## config.mk

```make
export PLATFORM = sky130hd
export DESIGN_NAME = data_plane_rx
export DESIGN_NICKNAME = d
export VERILOG_FILES = /design/src/rtl/data_plane_pkg.sv /design/src/rtl/data_plane_rx_fifo.sv /design/src/rtl/data_plane_rx.sv
export SDC_FILE = /design/constraint.sdc
export NUM_CORES = 1
export LEC_CHECK = 0
export BUFFER_PORTS_ARGS = -buffer_cell sky130_fd_sc_hd__buf_2
export CORE_UTILIZATION = 59
export CTS_BUF_LIST = sky130_fd_sc_hd__clkbuf_16
export DETAILED_ROUTE_END_ITERATION = 6
export PLACE_DENSITY = 0.84
export SLEW_MARGIN = 25
export SYNTH_ARGS = -nofsm -noshare
export SYNTH_HDL_FRONTEND = slang
export SYNTH_HIERARCHICAL = 1
export SYNTH_SLANG_ARGS = --single-unit
```

## constraint.sdc

```tcl
create_clock -name clk -period 6.3 [get_ports clk]
set_input_delay 1.26 -clock clk [delete_from_list [all_inputs] [get_ports clk]]
set_output_delay 1.26 -clock clk [all_outputs]
set_load 0.02 [all_outputs]
```

## src/rtl/data_plane_pkg.sv

```systemverilog
// rtl/data_plane_pkg.sv - shared data-plane packet, FSM state and FIFO entry types
package data_plane_pkg;

    localparam logic [15:0] BCAST_ID = 16'hFFFF;

    typedef struct packed {
        logic [15:0] dest;
        logic [15:0] payload;
    } dp_packet_t;

    typedef enum logic {
        IDLE,
        PAYLOAD
    } rx_state_t;

    typedef struct packed {
        logic        last;
        logic [15:0] data;
    } rx_entry_t;

endpackage

```

## src/rtl/data_plane_rx_fifo.sv

```systemverilog
// rtl/data_plane_rx_fifo.sv - show-ahead synchronous FIFO of payload entries
module data_plane_rx_fifo
    import data_plane_pkg::*;
#(
    parameter int DEPTH = 8
) (
    input  logic      clk,
    input  logic      rst,
    input  logic      push,
    input  rx_entry_t wr_entry,
    input  logic      pop,
    output rx_entry_t head,
    output logic      full,
    output logic      empty
);

    localparam int AW = $clog2(DEPTH);

    logic [AW:0] wr_ptr;
    logic [AW:0] rd_ptr;
    rx_entry_t   mem [DEPTH];
    logic        do_push;
    logic        do_pop;

    // The extra MSB distinguishes full from empty when the index bits coincide.
    assign empty   = (wr_ptr == rd_ptr);
    assign full    = (wr_ptr[AW] != rd_ptr[AW]) && (wr_ptr[AW-1:0] == rd_ptr[AW-1:0]);
    assign do_push = push & ~full;
    assign do_pop  = pop & ~empty;
    assign head    = empty ? '0 : mem[rd_ptr[AW-1:0]];

    always_ff @(posedge clk or negedge rst) begin
        if (!rst) begin
            wr_ptr <= '0;
            rd_ptr <= '0;
        end else begin
            if (do_push) wr_ptr <= wr_ptr + 1'b1;
            if (do_pop)  rd_ptr <= rd_ptr + 1'b1;
        end
    end

    always_ff @(posedge clk) begin
        if (do_push) mem[wr_ptr[AW-1:0]] <= wr_entry;
    end

endmodule

```

## src/rtl/data_plane_rx.sv

```systemverilog
// rtl/data_plane_rx.sv - data-plane receive: node filter, frame reassembly, GPP buffer
// Optional broadcast match on 16'hFFFF enabled by DATA_PLANE_RX_BCAST_EN.
module data_plane_rx
    import data_plane_pkg::*;
#(
    parameter int FIFO_DEPTH = 8
) (
    input  logic        clk,
    input  logic        rst,
    input  logic [15:0] node_id,
    input  logic        data_rx_flag_in,
    input  logic [31:0] data_rx_packet,
    output logic        rx_ready,
    output logic        gpp_rx_signal,
    output logic [15:0] gpp_rx_data,
    output logic        gpp_rx_last,
    input  logic        gpp_rx_ack,
    output logic        rx_busy,
    output logic [7:0]  rx_err_count
);

    dp_packet_t pkt;
    rx_state_t  state, state_next;
    logic [15:0] remaining, remaining_next;
    logic [7:0]  err_next;
    logic        match;
    logic        accept;
    logic        push;
    rx_entry_t   wr_entry;
    rx_entry_t   head;
    logic        full;
    logic        empty;

    assign pkt = data_rx_packet;

`ifdef DATA_PLANE_RX_BCAST_EN
    assign match = (pkt.dest == node_id) || (pkt.dest == BCAST_ID);
`else
    assign match = (pkt.dest == node_id);
`endif

    assign rx_ready      = ~full;
    assign accept        = data_rx_flag_in & rx_ready;
    assign gpp_rx_signal = ~empty;
    assign gpp_rx_data   = head.data;
    assign gpp_rx_last   = head.last;
    assign rx_busy       = (state == PAYLOAD);

    always_ff @(posedge clk or negedge rst) begin
        if (!rst) begin
            state        <= IDLE;
            remaining    <= '0;
            rx_err_count <= '0;
        end else begin
            state        <= state_next;
            remaining    <= remaining_next;
            rx_err_count <= err_next;
        end
    end

    always_comb begin
        state_next     = state;
        remaining_next = remaining;
        err_next       = rx_err_count;
        push           = 1'b0;
        wr_entry       = '{last: (remaining == 16'd1), data: pkt.payload};
        case (state)
            IDLE: begin
                if (accept && match && (pkt.payload != 16'd0)) begin
                    remaining_next = pkt.payload;
                    state_next     = PAYLOAD;
                end
            end
            PAYLOAD: begin
                if (accept) begin
                    if (match) begin
                        push           = 1'b1;
                        remaining_next = remaining - 16'd1;
                        if (remaining == 16'd1) state_next = IDLE;
                    end else begin
                        // Foreign packet mid-frame aborts; already-buffered words stay.
                        if (rx_err_count != 8'hFF) err_next = rx_err_count + 8'd1;
                        state_next = IDLE;
                    end
                end
            end
            default: state_next = IDLE;
        endcase
    end

    data_plane_rx_fifo #(
        .DEPTH (FIFO_DEPTH)
    ) u_fifo (
        .clk      (clk),
        .rst      (rst),
        .push     (push),
        .wr_entry (wr_entry),
        .pop      (gpp_rx_ack),
        .head     (head),
        .full     (full),
        .empty    (empty)
    );

endmodule
```

# Word-level counts from Yosys, hierarchy flattened
# Memories as Yosys holds them, arrays and structs flattened.
# Cells that the tools add are included.
[totals] regBits=33 ram_bits=136 out_inout_bits=28 elab_cells=47 n_memories=1
[op_classes] addsub=4 n_eq_ne=9 n_mux=15 bitwise_logic=7 n_reduce_logical=6
[memory_table] memory="u_fifo.mem" depth=8 width=17 rd=1 rd_clocked_by_memory_dff=0 write_ports=1 line="data_plane_rx_fifo.sv:21" rtl="rx_entry_t mem [DEPTH];"
[op_table] op="16-bit 2-to-1 mux" count=3
[op_table] op="16-bit one-hot mux with 2 select lines" count=1
[op_table] op="17-bit 2-to-1 mux" count=1
[op_table] op="16-bit by 1-bit equality test with 1-bit output, second input constant" count=1
[op_table] op="16-bit equality test" count=1
[op_table] op="16-bit nonzero test" count=1
[op_table] op="16-bit by 1-bit subtractor with 16-bit output, second input constant" count=1
[op_table] op="1-bit 2-to-1 mux" count=9
[op_table] op="4-bit by 1-bit adder with 4-bit output, second input constant" count=2
[op_table] op="8-bit by 1-bit adder with 8-bit output, second input constant" count=1
[op_table] op="8-bit inequality test, second input constant" count=1
[op_table] op="4-bit equality test" count=1
[op_table] op="2-bit by 1-bit inequality test with 1-bit output, second input constant" count=2
[op_table] op="1-bit NOT" count=4
[op_table] op="4-bit AND reduction" count=1
[op_table] op="1-bit bitwise AND" count=3
[op_table] op="3-bit equality test" count=1
[op_table] op="1-bit logical AND" count=3
[op_table] op="3-bit AND reduction" count=1
[op_table] op="2-bit inequality test, second input constant" count=1
[op_table] op="1-bit one-hot mux with 2 select lines" count=1
[op_table] op="1-bit inequality test" count=1

# Depth between registers and ports, before layout
# Gate-level depths: netlist (run 1).
[depth] word_depth=9 ltp_mapped=10 mapped_depth_nobuf=8

# By module
# The synthesis (run 1) kept the hierarchy.
[modules_own_cells] module="data_plane_rx_fifo" n_inst=1 cells_each=334 area_per_inst_um2=5930.7 seq_area_each_um2=4284.1
[modules_own_cells] module="data_plane_rx" n_inst=1 cells_each=196 area_per_inst_um2=1778.0 seq_area_each_um2=625.6

# Worst setup path before layout (run 1)
# OpenSTA, ideal clock, no wires.
[synth_timing] path_type="input-to-reg" from="input node_id[6]" to="memory u_fifo/mem[5][0] (netlist bit), enable pin" setup_time_ns=0.441 arrival_time_ns=4.659 required_ns=5.859 slack_ns=1.200 stages=9 n_path_buf=2 cell_sequence="xor2_1 -> nor4_1 -> and4_1 -> buf_2 -> buf_2 -> nand2_1 -> nor2_1 -> nand2_1 -> nor4b_1"
[synth_between] elab_chain_len=7
[synth_rtl] item="from (decl)" line="data_plane_rx.sv:10" rtl="input logic [15:0] node_id,"
[synth_rtl] item="16-bit equality test" line="data_plane_rx.sv:39" rtl="assign match = (pkt.dest == node_id);"
[synth_rtl] item="1-bit 2-to-1 mux" line="data_plane_rx.sv:76" rtl="if (match) begin"
[synth_rtl] item="1-bit 2-to-1 mux" line="data_plane_rx.sv:75" rtl="if (accept) begin"
[synth_rtl] item="1-bit 2-to-1 mux" line="data_plane_rx.sv:67" rtl="case (state)"
[synth_rtl] item="net push" line="data_plane_rx.sv:28" rtl="logic push;"
[synth_rtl] item="1-bit bitwise AND" line="data_plane_rx_fifo.sv:28" rtl="assign do_push = push & ~full;"
[synth_rtl] item="1-bit 2-to-1 mux" line="data_plane_rx_fifo.sv:43" rtl="if (do_push) mem[wr_ptr[AW-1:0]] <= wr_entry;"
[synth_rtl] item="1-bit 2-to-1 mux (not written as such)" line="data_plane_rx_fifo.sv:43"
[synth_rtl] item="to (decl)" line="data_plane_rx_fifo.sv:21"
# The timed path passes the listed nets, and every way through them passes these cells.

# Worst setup path after layout (run 1)
[layout_timing] from="register u_fifo.wr_ptr[3]" to="output gpp_rx_data[15]"
[layout_between] elab_chain_len=2
[layout_rtl] item="from (decl)" line="data_plane_rx_fifo.sv:19" rtl="logic [AW:0] wr_ptr;"
[layout_rtl] item="from (signal assigned)" line="data_plane_rx_fifo.sv:37" rtl="if (do_push) wr_ptr <= wr_ptr + 1'b1;"
[layout_rtl] item="4-bit equality test" line="data_plane_rx_fifo.sv:26" rtl="assign empty = (wr_ptr == rd_ptr);"
[layout_rtl] item="17-bit 2-to-1 mux" line="data_plane_rx_fifo.sv:30" rtl="assign head = empty ? '0 : mem[rd_ptr[AW-1:0]];"
[layout_rtl] item="to (decl)" line="data_plane_rx.sv:15" rtl="output logic [15:0] gpp_rx_data,"
# Every way passes these cells.

==> results of run 1 <==
## power by group
| part | leakage [nW] | internal (mW) | switching (mW) |
|---|---|---|---|
| clock network | 0.258 | 0.527 | 0.395 |
| logic | 1.33 | 0.0723 | 0.135 |
| registers | 1.69 | 1.21 | 0.00973 |
## layout by cell type, fill, tap and decap left out, drive strengths merged, types with 5 or more instances in the layout
master and n:
a21oi 10, a22oi 35, and3 20, buf 91, clkbuf 17, clkinv 7
dfrtp 33, edfxtp 136, ha 5, inv 13, mux2i 69, nand2 15
nand3 16, nand4 7, nor2 11, nor4 16, nor4b 6, o21ai 10
o2bb2ai 6, or4 6, xnor2 6, xor2 29
## cell usage after synthesis (all sizes together) (5+ instances only)
master	number	share of area, %
xor2	29	3.7
or4	6	0.73
nand2	15	0.73
xnor2	6	1.1
a22oi	35	3.4
dfrtp	33	11
and3	20	1.6
buf	23	1.8
edfxtp	136	53
nand3	16	1.0
ha	5	0.81
nand4	7	0.57
clkbuf	7	0.39
nor4b	6	0.68
inv	10	0.49
a21oi	10	0.70
o21ai	10	0.65
nor2	11	0.54
mux2i	69	9.0
nor4	16	1.6
o2bb2ai	6	0.68
## cells by family after synthesis
logic type,count (synthesis),share of synthesized area [%]
buf+inv,40,2.68
mux,72,9.40
simple gates,115,9.04
xor+xnor,35,4.80
fa+ha+maj,5,0.812
flops,169,63.7
compound gates,94,9.58
## state kept, by name, summed over array words and instances, names as in the netlist
name and cells:
u_fifo/mem 136, u_fifo/wr_ptr 4, rx_busy 1, u_fifo/rd_ptr 4, remaining 16, rx_err_count 8
## stage by stage
step	cell area (um^2)	setup slack, ns
2_1_floorplan	7710	1.20
3_3_place_gp	8290	2.32
3_5_place_dp	8290	2.18
4_1_cts	8810	2.29
5_1_grt	8820	2.14
6_report	8820	2.28
## metal layers
layer | vias to the layer above | part of all wire (%) | routed length [um]
met4 | 0 | 1.5 | 233
met3 | 21 | 5.4 | 845
met5 | - | 0 | 0
met2 | 181 | 52 | 8140
met1 | 2320 | 42 | 6550
li1 | 2244 | - | -
## worst max-delay path, cell delays in order (launching register included)
cell and delay (ns):
dfrtp_1 0.47, xnor2_2 0.40, nand4_1 0.82, and3_1 0.47, buf_2 0.17
## path summary, 6_finish.rpt
kind / endpoint
worst min-delay path: rx_err_count[7]
min in group asynchronous: rx_err_count[1]
worst max-delay path: gpp_rx_data[15]
worst min register to register: rx_err_count[7]
worst max register to register: u_fifo/mem[6][11]
max in group asynchronous: u_fifo/rd_ptr[1]
## cell type report
cell class                      count  share of cell area (%)
Sequential cell                   169                    55.7
Multi-Input combinational cell    321                    30.0
Tap cell                          172                    2.44
Timing Repair Buffer               91                    5.55
Clock inverter                     14                    1.06
Clock buffer                       17                    4.83
Inverter                           10                   0.426
==> results.md, run 1 <==
* Status: finished clean
* Actual slew at the worst max-slew pin at 0.942 ns
* Peak Freq at 249 MHz
* Clock sink total at 169
* Num rows at 41
* Syn_nets at 587
* Vias in the first global route at 4870
* Worst-Skew Late Latency at 0.42 ns
* Worst Hold Margin at 0.490 ns
* Tightest Hold Check Type: register to register
* H-tree depth at 4
* # setup viols final at 0
* Final hold violations at 0
* Post-Synthesis Cell Area at 7710 um^2
* Max-slew violation count at 0
* Met2 usage at roughly 44%
* PortBufs at 79
* Initial core utilization at 60.8%
* Total Wirelength at 15800 um
* Worst r2r path cells at 8
* Final std cells w/o fill at 794
* Ys Warns at 6
* CP Class: register to output port
* GR Overflow Total at 0
* Crit end category: output port
* Worst hold start: rx_err_count[7]
* Startpoint Class: register
* Nets@finish at 667
* Wirelength per Cell at 19.9 um
* Gate Count Post-Synth at 530
* First-pass GRT wire length at 25000 um
* Largest net degree at the start of global routing at 69
* Layout cells sized above 1 at 23.3%
* CTS resizes at 0
* Vias at approximately 4800
* Syn avg cell area at 14.5 um^2
* Worst-path fanout max at 18
* CP required at 5.04 ns
* Die area at 13500 um^2
* Seq. cell area at 4910 um^2
* Routability cong. at just under 0.9
* Antenna diode count at 0
* Worst r2r src: u_fifo/wr_ptr[1]
* Initial antenna violation count at 0
* Fin crit share at 63.9%
* Root buffer cell: clkbuf_16
* Power per cell area at 266 nW/um^2
* Fin util at 69.6%
* Hpwl dp at 10100 um
* CTS tree: built
* Clock tree buffer depth at 2
* R2R Setup Slk at 2.71 ns
* Fin crit period at 4.02 ns
* Router iterations before antenna repair at 5
* Placed Cells at about 760
* Max-cap viol count at 0
* Worst Skew at 0.00490 ns
* Hold depth at 1
* Multi-input logic area at 2640 um^2
* CTS Buf Count at 17
* Top FF cell, synth: edfxtp_1
* Filler cells at 864
* DRC viols at 0
* Antenna viol nets, final at 0
* Die width at 116 um
* Vias per cell at 6.00
* Core area at between 10000 and 15000 um^2
* Quantity of hold-fixing buffers added after cts at 0
* Unrepaired setup endpoints after global routing: false
* Async set-reset flop share out of synthesis at 19.5%
* Initial drt markers at 363
* Crit path DAT at 2.76 ns
* Setup_tns at 0 ns
* I/O pins at 80
* Worst Setup SP: u_fifo/wr_ptr[3]
* Total global-route track usage at 25.3%
* Distinct cell type count after synthesis at around 60
* Total power at ~2.3 mW
* Max transition margin at roughly 37%
* Clock Pin Slew Worst Setup and Hold Paths at about 0.06 ns
* Top Usage Layer GRT: met2
* FF+latch count, synth at 169
* Die height at 116 um
* Post-CTS Setup Bufs at 0
* Met1 Usage GRT at a little under a third
* Post-synth EDFFs at 136
* Sequential share of the synthesized area at 63.7%
* Area grow syn2layout at 14.4%
* VDD IR max at 0.000155 V
* M3 GR Usage at 5.86%
* Leak Pwr at 3.27 nW
(Power assumes the default switching activity.)
==> run 2: changes to the inputs <==
--- a/config.mk
+++ b/config.mk
@@ -6,10 +6,10 @@
 export NUM_CORES = 1
 export LEC_CHECK = 0
 export BUFFER_PORTS_ARGS = -buffer_cell sky130_fd_sc_hd__buf_2
-export CORE_UTILIZATION = 59
+export CORE_UTILIZATION = 53
 export CTS_BUF_LIST = sky130_fd_sc_hd__clkbuf_16
 export DETAILED_ROUTE_END_ITERATION = 6
-export PLACE_DENSITY = 0.84
+export PLACE_DENSITY = 0.8
 export SLEW_MARGIN = 25
 export SYNTH_ARGS = -nofsm -noshare
 export SYNTH_HDL_FRONTEND = slang
==> constraint.sdc (replaced) <==
create_clock -name clk -period 3.55 [get_ports clk]
set_input_delay 0.71 -clock clk [delete_from_list [all_inputs] [get_ports clk]]
set_output_delay 0.71 -clock clk [all_outputs]
set_load 0.02 [all_outputs]
==> run 2 against run 1 <==
Compared with the run above:
- via count grew 3.0%
- count of clock-buffer cells in the layout is the same
- largest power group unchanged
- critical path type unchanged
- design area grew 2.1%
- largest cell class unchanged
- worst setup slack lost 1.9 ns
==> results.md, run 2 (same netlist as run 1, synthesis figures left out) <==
* Vias in the first global route at 4893
* Tightest Hold Check Type: primary input to asynchronous set/reset pin
* # setup viols final at 0
* H-tree depth at 4
* Crit-path max cell delay at around 0.69 ns
* Clock share of power at 39.9%
* Total power at 4.23 mW
* Area grow syn2layout at 16.7%
* Sequential cell fraction of total power at 51.1%
* Die height at 123 um
* CTS tree: built
* Layout cells sized above 1 at 24.5%
* DRC viols at 0
* Highest Signal Layer: met4
* Total Wirelength at 16500 um
* Fin crit period at 3.14 ns
* Die width at 123 um
* I/O pins at 80
* Total global-route track usage at between 20% and 30%
* Initial core utilization at 54.9%
* Initial drt markers at 472
* Peak Freq at 319 MHz
* Actual slew at the worst max-slew pin at 0.853 ns
* Worst-path fanout max at 17
* Antenna viol nets, final at 0
* Vias at 4910
* Routed length on met1 at 6960 um
* GR Overflow Total at 0
* Switching share of power at 23.7%
* Post-CTS Setup Bufs at 0
* Max FFs per register at 136
* Fin crit share at ~88%
* Wire length on met3 at 1010 um
* Commonest cells after routing, fill and taps aside: edfxtp_1, buf_2, mux2i_1, a22oi_1, dfrtp_1
* Crit end category: output port
* Router iterations before antenna repair at 5
* Core area at 14000 um^2
* Cells along the critical path: and2_1 > a22oi_1 > and3_1 > buf_2
* Startpoint Class: register
* First-pass GRT wire length at approximately 26000 um
* Unrepaired setup endpoints after global routing: false
* Largest net degree at the start of global routing at 73
* Clock sink total at ~170
* DR WL met2 at 8250 um
* PortBufs at 79
* Max transition margin at 42.9%
* Clock tree buffer depth at 2
* Num rows at 43
* Worst-Skew Late Latency at approximately 0.43 ns
* Power per cell area at 470 nW/um^2
* Pint at approximately 3.2 mW
* CTS Buf Count at 17
* Nets@finish at a little under 700
* Setup_tns at 0 ns
* Die area at 15000 um^2
* Clock Pin Slew Worst Setup and Hold Paths at 0.07 ns
* CP Class: register to output port
* Hpwl dp at approximately 11000 um
* Initial antenna violation count at 0
* Switch Pwr at 1.00 mW
* R2R Path End: u_fifo/mem[7][0]
* Leak Pwr at 3.33 nW
* Crit path DAT at 2.43 ns
* Quantity of hold-fixing buffers added after cts at 0
* Status: finished clean
* Root buffer cell: clkbuf_16
* CP required at about 2.8 ns
* Routability cong. at approximately 0.90
* Max-cap viol count at 0
* Vias per cell at between 6 and 7
* Worst Skew at about 0.011 ns
* Slowest-stage cell, CP: and2_1
* Comb pwr share at 9.0%
* Antenna diode count at 0
* R2R Setup Slk at about 0.59 ns
* CTS resizes at 0
* Final hold violations at 0
* Worst r2r src: u_fifo/wr_ptr[2]
* Max-slew violation count at 0
* Wirelength per Cell at 20.3 um
* Worst r2r path cells at 9
* Most common cell after layout, fill and taps aside: edfxtp_1
* VDD IR max at 0.000310 V
run 2: layer usage:
layer / global-route usage, % / vias to the layer above
met5: 0 / -
met2: 39.5 / 169
met4: 8.08 / 0
li1: - / 2272
met1: 30.4 / 2439
met3: 5.90 / 30
run 2: worst max-delay path, delay by kind of cell (launching register included):
kind	cells	cell delay, ns
buf+inv	1	0.15
flops	1	0.68
compound gates	1	0.25
simple gates	2	0.92
run 2: cell type report:
class                   instances  area [um^2]
clock buffers                  17          425
multi-input cells             321         2700
clock inverters                15          113
inverters                      10         37.5
flip-flops and latches        169         4910
fillers                      1000         5040
repair buffers                101          586
well taps                     180          225
run 2: worst max-delay path by stage:
stage | from | endpoint | cells past startpoint
global route | u_fifo/rd_ptr[0] | gpp_rx_data[10] | 4
CTS | u_fifo/rd_ptr[0] | gpp_rx_data[10] | 4
finish | u_fifo/rd_ptr[0] | gpp_rx_data[10] | 4
floorplan | node_id[6] | u_fifo/mem[5][0] | 9
detailed placement | node_id[13] | u_fifo/mem[7][11] | 10
global placement | node_id[13] | u_fifo/mem[3][11] | 10
run 2: per-stage QoR:
step                std cells  hold slack (ns)  worst slack [ns]  utilization (%)  area, um^2
floorplan                 530            0.414            -0.198                -        7790
global placement          781            0.470             0.540             60.2        8460
detailed placement        781            0.476             0.422             60.2        8460
CTS                       813            0.370             0.380             64.1        9000
global route              813            0.397             0.261             64.1        9000
finish                    813            0.345             0.413             64.1        9000
run 2: power by group through the flow:
stage	combinational [mW]	sequential (mW)	clock, mW
final	0.381	2.16	1.69
after global routing	0.413	2.16	1.80
after CTS	0.385	2.16	1.71
after detailed placement	0.383	2.20	0
after global placement	0.371	2.20	0
after floorplan	0.233	2.19	0
